**config.mk**
```make
export PLATFORM = sky130hd
export DESIGN_NAME = dense_layer_seq
export DESIGN_NICKNAME = d
export VERILOG_FILES = /design/src/rtl/dense_layer_seq.sv
export SDC_FILE = /design/constraint.sdc
export NUM_CORES = 2
export LEC_CHECK = 0
export CORE_AREA = 2 2 604 606
export CTS_CLUSTER_DIAMETER = 60
export DETAILED_ROUTE_END_ITERATION = 16
export DIE_AREA = 0 0 606 608
export PLACE_DENSITY_LB_ADDON = 0.25
export SLEW_MARGIN = 30
export SYNTH_ARGS = -nofsm -noshare
export SYNTH_HDL_FRONTEND = slang
export SYNTH_SLANG_ARGS = --single-unit
export TNS_END_PERCENT = 20
```
**constraint.sdc**
```tcl
create_clock -name clk -period 6.3 [get_ports clk]
set_clock_uncertainty 0.15 [all_clocks]
set_input_delay 0.63 -clock clk [delete_from_list [all_inputs] [get_ports clk]]
set_output_delay 0.63 -clock clk [all_outputs]
set_load 0.005 [all_outputs]
```
**src/rtl/dense_layer_seq.sv**
```systemverilog
// Dense-layer sequencer: streams 25-word input slices and kernel rows into a shared MAC unit,
// chaining each partial sum as the next slice's bias, and writes one result per output neuron.
module dense_layer_seq #(
    parameter int unsigned N_IN     = 100,
    parameter int unsigned N_OUT    = 10,
    parameter int unsigned IN_BASE  = 0,
    parameter int unsigned OUT_BASE = 0
) (
    input  logic         clk,
    input  logic         rst_n,
    input  logic         layer_en_i,
    output logic         layer_done_o,
    output logic [159:0] data_from_buf_addr_o,
    input  logic [79:0]  data_from_buf_i,
    output logic [15:0]  kernel_addr_o,
    input  logic [399:0] kernel_data_i,
    output logic [7:0]   bias_addr_o,
    input  logic [15:0]  bias_data_i,
    output logic [815:0] data_to_calc_o,
    output logic         calc_valid_o,
    input  logic [15:0]  data_from_calc_i,
    input  logic         calc_valid_i,
    output logic         output_buf_en_o,
    output logic [15:0]  data_to_buf_o,
    output logic [31:0]  data_to_buf_addr_o
);

    localparam int unsigned SliceW = 25;
    localparam int unsigned Lanes  = 5;
    localparam int unsigned C      = N_IN / SliceW;

    typedef enum logic [2:0] {
        StIdle,
        StFetch,
        StIssue,
        StWait,
        StWrite,
        StDone
    } state_e;

    state_e         state_q, state_d;
    logic [15:0]    o_q, o_d;
    logic [15:0]    c_q, c_d;
    logic [2:0]     b_q, b_d;
    logic [15:0]    psum_q, psum_d;
    logic [399:0]   slice_q, slice_d;

    logic [159:0]   rd_addr_q, rd_addr_d;
    logic [15:0]    kern_addr_q, kern_addr_d;
    logic [7:0]     bias_addr_q, bias_addr_d;
    logic [815:0]   calc_data_q, calc_data_d;
    logic           calc_valid_q, calc_valid_d;
    logic           wr_en_q, wr_en_d;
    logic [15:0]    wr_data_q, wr_data_d;
    logic [31:0]    wr_addr_q, wr_addr_d;
    logic           done_q, done_d;

    // Control: state, counters, slice capture and partial-sum chaining.
    always_comb begin
        state_d = state_q;
        o_d     = o_q;
        c_d     = c_q;
        b_d     = b_q;
        psum_d  = psum_q;
        slice_d = slice_q;

        unique case (state_q)
            StIdle: begin
                if (layer_en_i) begin
                    o_d     = '0;
                    c_d     = '0;
                    b_d     = '0;
                    state_d = StFetch;
                end
            end
            StFetch: begin
                // Read data lags the address by one cycle, so beat b holds words of beat b-1.
                if (b_q != 3'd0) begin
                    for (int l = 0; l < 5; l++) begin
                        slice_d[16*(5*(int'(b_q)-1)+l) +: 16] = data_from_buf_i[16*l +: 16];
                    end
                end
                if (b_q == 3'd5) begin
                    state_d = StIssue;
                end else begin
                    b_d = b_q + 3'd1;
                end
            end
            StIssue: begin
                state_d = StWait;
            end
            StWait: begin
                if (calc_valid_i) begin
                    psum_d = data_from_calc_i;
                    if (c_q != 16'(C - 1)) begin
                        c_d     = c_q + 16'd1;
                        b_d     = '0;
                        state_d = StFetch;
                    end else begin
                        state_d = StWrite;
                    end
                end
            end
            StWrite: begin
                c_d = '0;
                if (o_q == 16'(N_OUT - 1)) begin
                    state_d = StDone;
                end else begin
                    o_d     = o_q + 16'd1;
                    b_d     = '0;
                    state_d = StFetch;
                end
            end
            StDone: begin
                state_d = StIdle;
            end
            default: begin
                state_d = StIdle;
            end
        endcase
    end

    // Outputs are registered, so they are derived from the state being entered.
    always_comb begin
        rd_addr_d    = rd_addr_q;
        kern_addr_d  = kern_addr_q;
        bias_addr_d  = bias_addr_q;
        calc_data_d  = calc_data_q;
        calc_valid_d = 1'b0;
        wr_en_d      = 1'b0;
        wr_data_d    = wr_data_q;
        wr_addr_d    = wr_addr_q;
        done_d       = 1'b0;

        unique case (state_d)
            StFetch: begin
                kern_addr_d = 16'(32'(o_d) * C + 32'(c_d));
                bias_addr_d = o_d[7:0];
                if (b_d < 3'd5) begin
                    for (int l = 0; l < 5; l++) begin
                        rd_addr_d[32*l +: 32] = IN_BASE + SliceW * 32'(c_d)
                                              + Lanes * 32'(b_d) + 32'(l);
                    end
                end
            end
            StIssue: begin
                calc_valid_d = 1'b1;
                calc_data_d  = {slice_d, kernel_data_i, (c_q == 16'd0) ? bias_data_i : psum_q};
            end
            StWrite: begin
                wr_en_d   = 1'b1;
                wr_data_d = psum_d;
                wr_addr_d = OUT_BASE + 32'(o_d);
            end
            StDone: begin
                done_d = 1'b1;
            end
            default: begin
            end
        endcase
    end

    always_ff @(posedge clk or negedge rst_n) begin
        if (!rst_n) begin
            state_q      <= StIdle;
            o_q          <= '0;
            c_q          <= '0;
            b_q          <= '0;
            psum_q       <= '0;
            slice_q      <= '0;
            rd_addr_q    <= '0;
            kern_addr_q  <= '0;
            bias_addr_q  <= '0;
            calc_data_q  <= '0;
            calc_valid_q <= 1'b0;
            wr_en_q      <= 1'b0;
            wr_data_q    <= '0;
            wr_addr_q    <= '0;
            done_q       <= 1'b0;
        end else begin
            state_q      <= state_d;
            o_q          <= o_d;
            c_q          <= c_d;
            b_q          <= b_d;
            psum_q       <= psum_d;
            slice_q      <= slice_d;
            rd_addr_q    <= rd_addr_d;
            kern_addr_q  <= kern_addr_d;
            bias_addr_q  <= bias_addr_d;
            calc_data_q  <= calc_data_d;
            calc_valid_q <= calc_valid_d;
            wr_en_q      <= wr_en_d;
            wr_data_q    <= wr_data_d;
            wr_addr_q    <= wr_addr_d;
            done_q       <= done_d;
        end
    end

    assign layer_done_o         = done_q;
    assign data_from_buf_addr_o = rd_addr_q;
    assign kernel_addr_o        = kern_addr_q;
    assign bias_addr_o          = bias_addr_q;
    assign data_to_calc_o       = calc_data_q;
    assign calc_valid_o         = calc_valid_q;
    assign output_buf_en_o      = wr_en_q;
    assign data_to_buf_o        = wr_data_q;
    assign data_to_buf_addr_o   = wr_addr_q;

endmodule

```
==> impl_metrics.toml <==
[routing]
drt-initial-drc-count = 10630
wl_um = 596000
vias = 87120
viasPerCell = 5.329
drc = 0
dr.pass1.iters = 9
ant_nets = 0
wl_per_cell_um = 36.46

[floorplan]
rows = 221
die_x_um = 606
die_h_um = 608
die_area_um2 = 368400
initial_core_util_pct = 23.09
pin_count = 1567
coreArea_um2 = 361700

[placement]
port_buffers = 1504
place_ws_ns = -0.7513
gp_congestion = 1.086
placed_area_um2 = 107800
placed_cells = 15790
dp_hpwl_um = 465800

[sta]
slew_violations = 0
period_minus_slack_ns = 6.160
rsz0062_at_grt = "true"
setup_slack_ns = 0.1397
fmax_mhz = 162.3
setup_viol = 0
hold_viol = 0
slew_headroom_pct = 19.36
fin_crit_sh_pct = 97.78
worst_pin_slew_ns = 1.206

[worst_setup_path]
r2r-end = "data_from_buf_addr_o[117]$_DFFE_PN0P_"
reg2reg_depth = 25
ff2ff_setup_slack_ns = 0.14
critPathBufInv = 5
rr_startpoint = "c_q[9]$_DFF_PN0_"
cp_common_cell = "buf_4"
cp-start-kind = "flop"
cp_top_family = "compound AO/OA/AOI/OAI gates"
cpPeakStageDelay_ns = 0.46
required_ns = 6.92
cpMaxStageDelayCell = "fa_1"
cp.arrival_ns = 6.78
critPathCaptureType = "flop"
path_class = "flop to flop"
path_max_fanout = 5
critPathLaunch = "c_q[9]$_DFF_PN0_"

[logic_synthesis]
synth_top_area_share_pct = 43.13
synth_area_leaders = "dfrtp_1 (43%), nand2_1 (9.8%), mux2_2 (7.4%)"
yosysUniqueCellTypes = 116
syn_inst = 9482
netlist_top_cells_count = "nand2_1 (2189), dfrtp_1 (1439), nor2_1 (646), clkbuf_1 (610), o21ai_0 (574)"
ys.flop_type = "dfrtp_1"
synth_area_leader_cell = "dfrtp_1"
synth-seq-cells = 1439
synth_most_common_cell = "nand2_1"
syn_area_um2 = 83500
yosysSeqAreaShare_pct = 43.13
ys_warn_count = 0
post_synth.cell_area_avg_um2 = 8.806
async_flop_share_pct = 100.0
synth_edf_count = 0

[clock_network]
tritoncts = "done"
cts_max_level = 4
numCtsBuffers = 227
cts_sinks = 1439
root_buffer = "clkbuf_16"
path_clk_slew_ns = 0.06
clk_latency_ns = 0.97
clockBufferDepth = 4

[pwr]
powerDensity_nw_per_um2 = 691.1
clkPwrFrac_pct = 16.8
power_frac_seq_pct = 19.3
power.internal_w = 0.03840
comb_power_share_pct = 64.0
leakage_nw = 50.43
p_sw_share_pct = 52.51
switchingPower_w = 0.04245
peakVddDrop_uv = 1210

[cells_and_area]
stdcell_area_um2 = 117000
final_net_count = 11920
drive_gt1_share_pct = 17.37
stdcell_count = 16350
syn_to_final_growth_pct = 40.11

[global_route]
antenna_found_initial = 165
grt_overflow = 0
grt_start_max_net_pins = 202
grt_pass1_wl_um = 784900
grt_usage_pct = 31.19
grt_pass1_vias = 82670

[hold_path]
hold_path_depth = 3
holdPathEnd = "data_to_calc_o[369]$_DFFE_PN0P_"
hold_path.class = "input port to flop"
hp-start = "kernel_data_i[353]"

[run_status]
status = "finished, final reports clean"

[flow_run]
cap_violations = 0
## cell type report
type,count,area [um2]
antenna,93,232.7
clock buffer,267,6011
clock inverter,156,1962
fill,38070,244700
inverter,99,379.1
multi-input combinational,7184,44780
sequential,1439,36010
tap,4794,5998
timing repair buffer,2317,21610
## registers in the layout, summed over array words and instances (netlist names), 8 cells and up
signal                flops
slice_q                 400
data_to_calc_o          816
data_to_buf_addr_o       16
o_q                      16
c_q                      16
kernel_addr_o            16
psum_q                   16
data_from_buf_addr_o    110
data_to_buf_o            16
bias_addr_o               8
## cells in the final DEF, fill, tap and decap left out, types with 33 or more instances in the layout
master / netlist / routed
nand2_1: 2189 / 2183
clkdlybuf4s50_1: 0 / 1484
dfrtp_1: 1439 / 1438
buf_4: 76 / 742
nor2_1: 646 / 634
o21ai_0: 574 / 561
mux2_2: 547 / 546
a21oi_1: 473 / 466
mux2i_1: 456 / 456
nand3_1: 239 / 237
clkbuf_16: 0 / 227
a211oi_1: 218 / 213
a31oi_1: 165 / 163
nor3_1: 137 / 129
ha_1: 121 / 111
diode_2: 0 / 93
inv_1: 94 / 92
and2_1: 82 / 82
o31ai_1: 73 / 69
and3_1: 67 / 66
conb_1: 1 / 62
a221oi_1: 60 / 60
o21a_1: 59 / 58
nand4_1: 57 / 57
o211ai_1: 55 / 55
o21ai_1: 47 / 55
xor2_1: 57 / 54
xnor2_1: 59 / 54
o22ai_1: 51 / 51
nor2b_1: 42 / 40
o221ai_1: 40 / 40
a21o_1: 39 / 39
a22oi_1: 35 / 35
nand2b_1: 34 / 34
dlygate4sd3_1: 0 / 34
or3_1: 36 / 33
clkinvlp_4: 0 / 33
## through the flow
step	util (%)	TNS (ns)	hold slack, ns	total power [W]
finish	32.34	0	0.06669	0.08085
global placement	29.78	-17.11	0.3061	0.06567
floorplan	-	0	0.1844	0.03759
detailed placement	29.81	-17.87	0.3115	0.06558
global route	32.29	-1.084	0.03202	0.08339
CTS	32.16	-0.1193	0.001548	0.07958
## cell families (layout without fill, tap and decap cells)
kind of cell | Yosys count | count (layout) | share of synthesized area [%]
buffers and inverters | 921 | 2839 | 4.668
other | 1 | 155 | 0.004491
xor gates and xnor gates | 125 | 125 | 1.407
AOI/OAI and AO/OA | 2176 | 2176 | 16.88
muxes | 1005 | 1005 | 12.87
and+or+nand+nor | 3677 | 3678 | 18.82
adders and majority gates | 138 | 138 | 2.221
DFF | 1439 | 1439 | 43.13
## power by group through the flow
stage                     registers, W  clock network (W)  logic, W
after floorplan                 0.0150                  0    0.0226
after global placement          0.0156                  0    0.0500
after detailed placement        0.0156                  0    0.0500
after CTS                       0.0155             0.0138    0.0502
after global routing            0.0160             0.0142    0.0532
final                           0.0156             0.0135    0.0517
## worst max-delay path by stage
stage / to / depth (start not counted)
after floorplan: data_from_buf_addr_o[115]$_DFFE_PN0P_ / 28
after CTS: data_from_buf_addr_o[149]$_DFFE_PN0P_ / 25
after detailed placement: data_from_buf_addr_o[84]$_DFFE_PN0P_ / 23
after global routing: data_from_buf_addr_o[117]$_DFFE_PN0P_ / 25
final: data_from_buf_addr_o[117]$_DFFE_PN0P_ / 25
after global placement: data_from_buf_addr_o[116]$_DFFE_PN0P_ / 23
## layer usage
metal / up-vias / wire (um) / track usage [%]
li1: 37070 / - / -
met1: 43200 / 247300 / 40.07
met2: 5398 / 248400 / 45.59
met3: 1348 / 67410 / 12.60
met4: 94 / 32390 / 13.87
met5: - / 616 / 0
## tightest hold or removal path, cell delays in order
cell,delay [ns]
clkdlybuf4s50_1,0.41
nand2_1,0.06
nand2_1,0.05
## what timing repair did
item,4_1_cts,5_1_grt
setup buffers,3,9
cloned,0,1
endpoints found under the setup margin,39,39
pin swaps,12,39
hold buffers,34,0
hold endpoints to repair,109,0
resized for setup,31,60
Note: power is estimated with default switching activity, not from simulation.
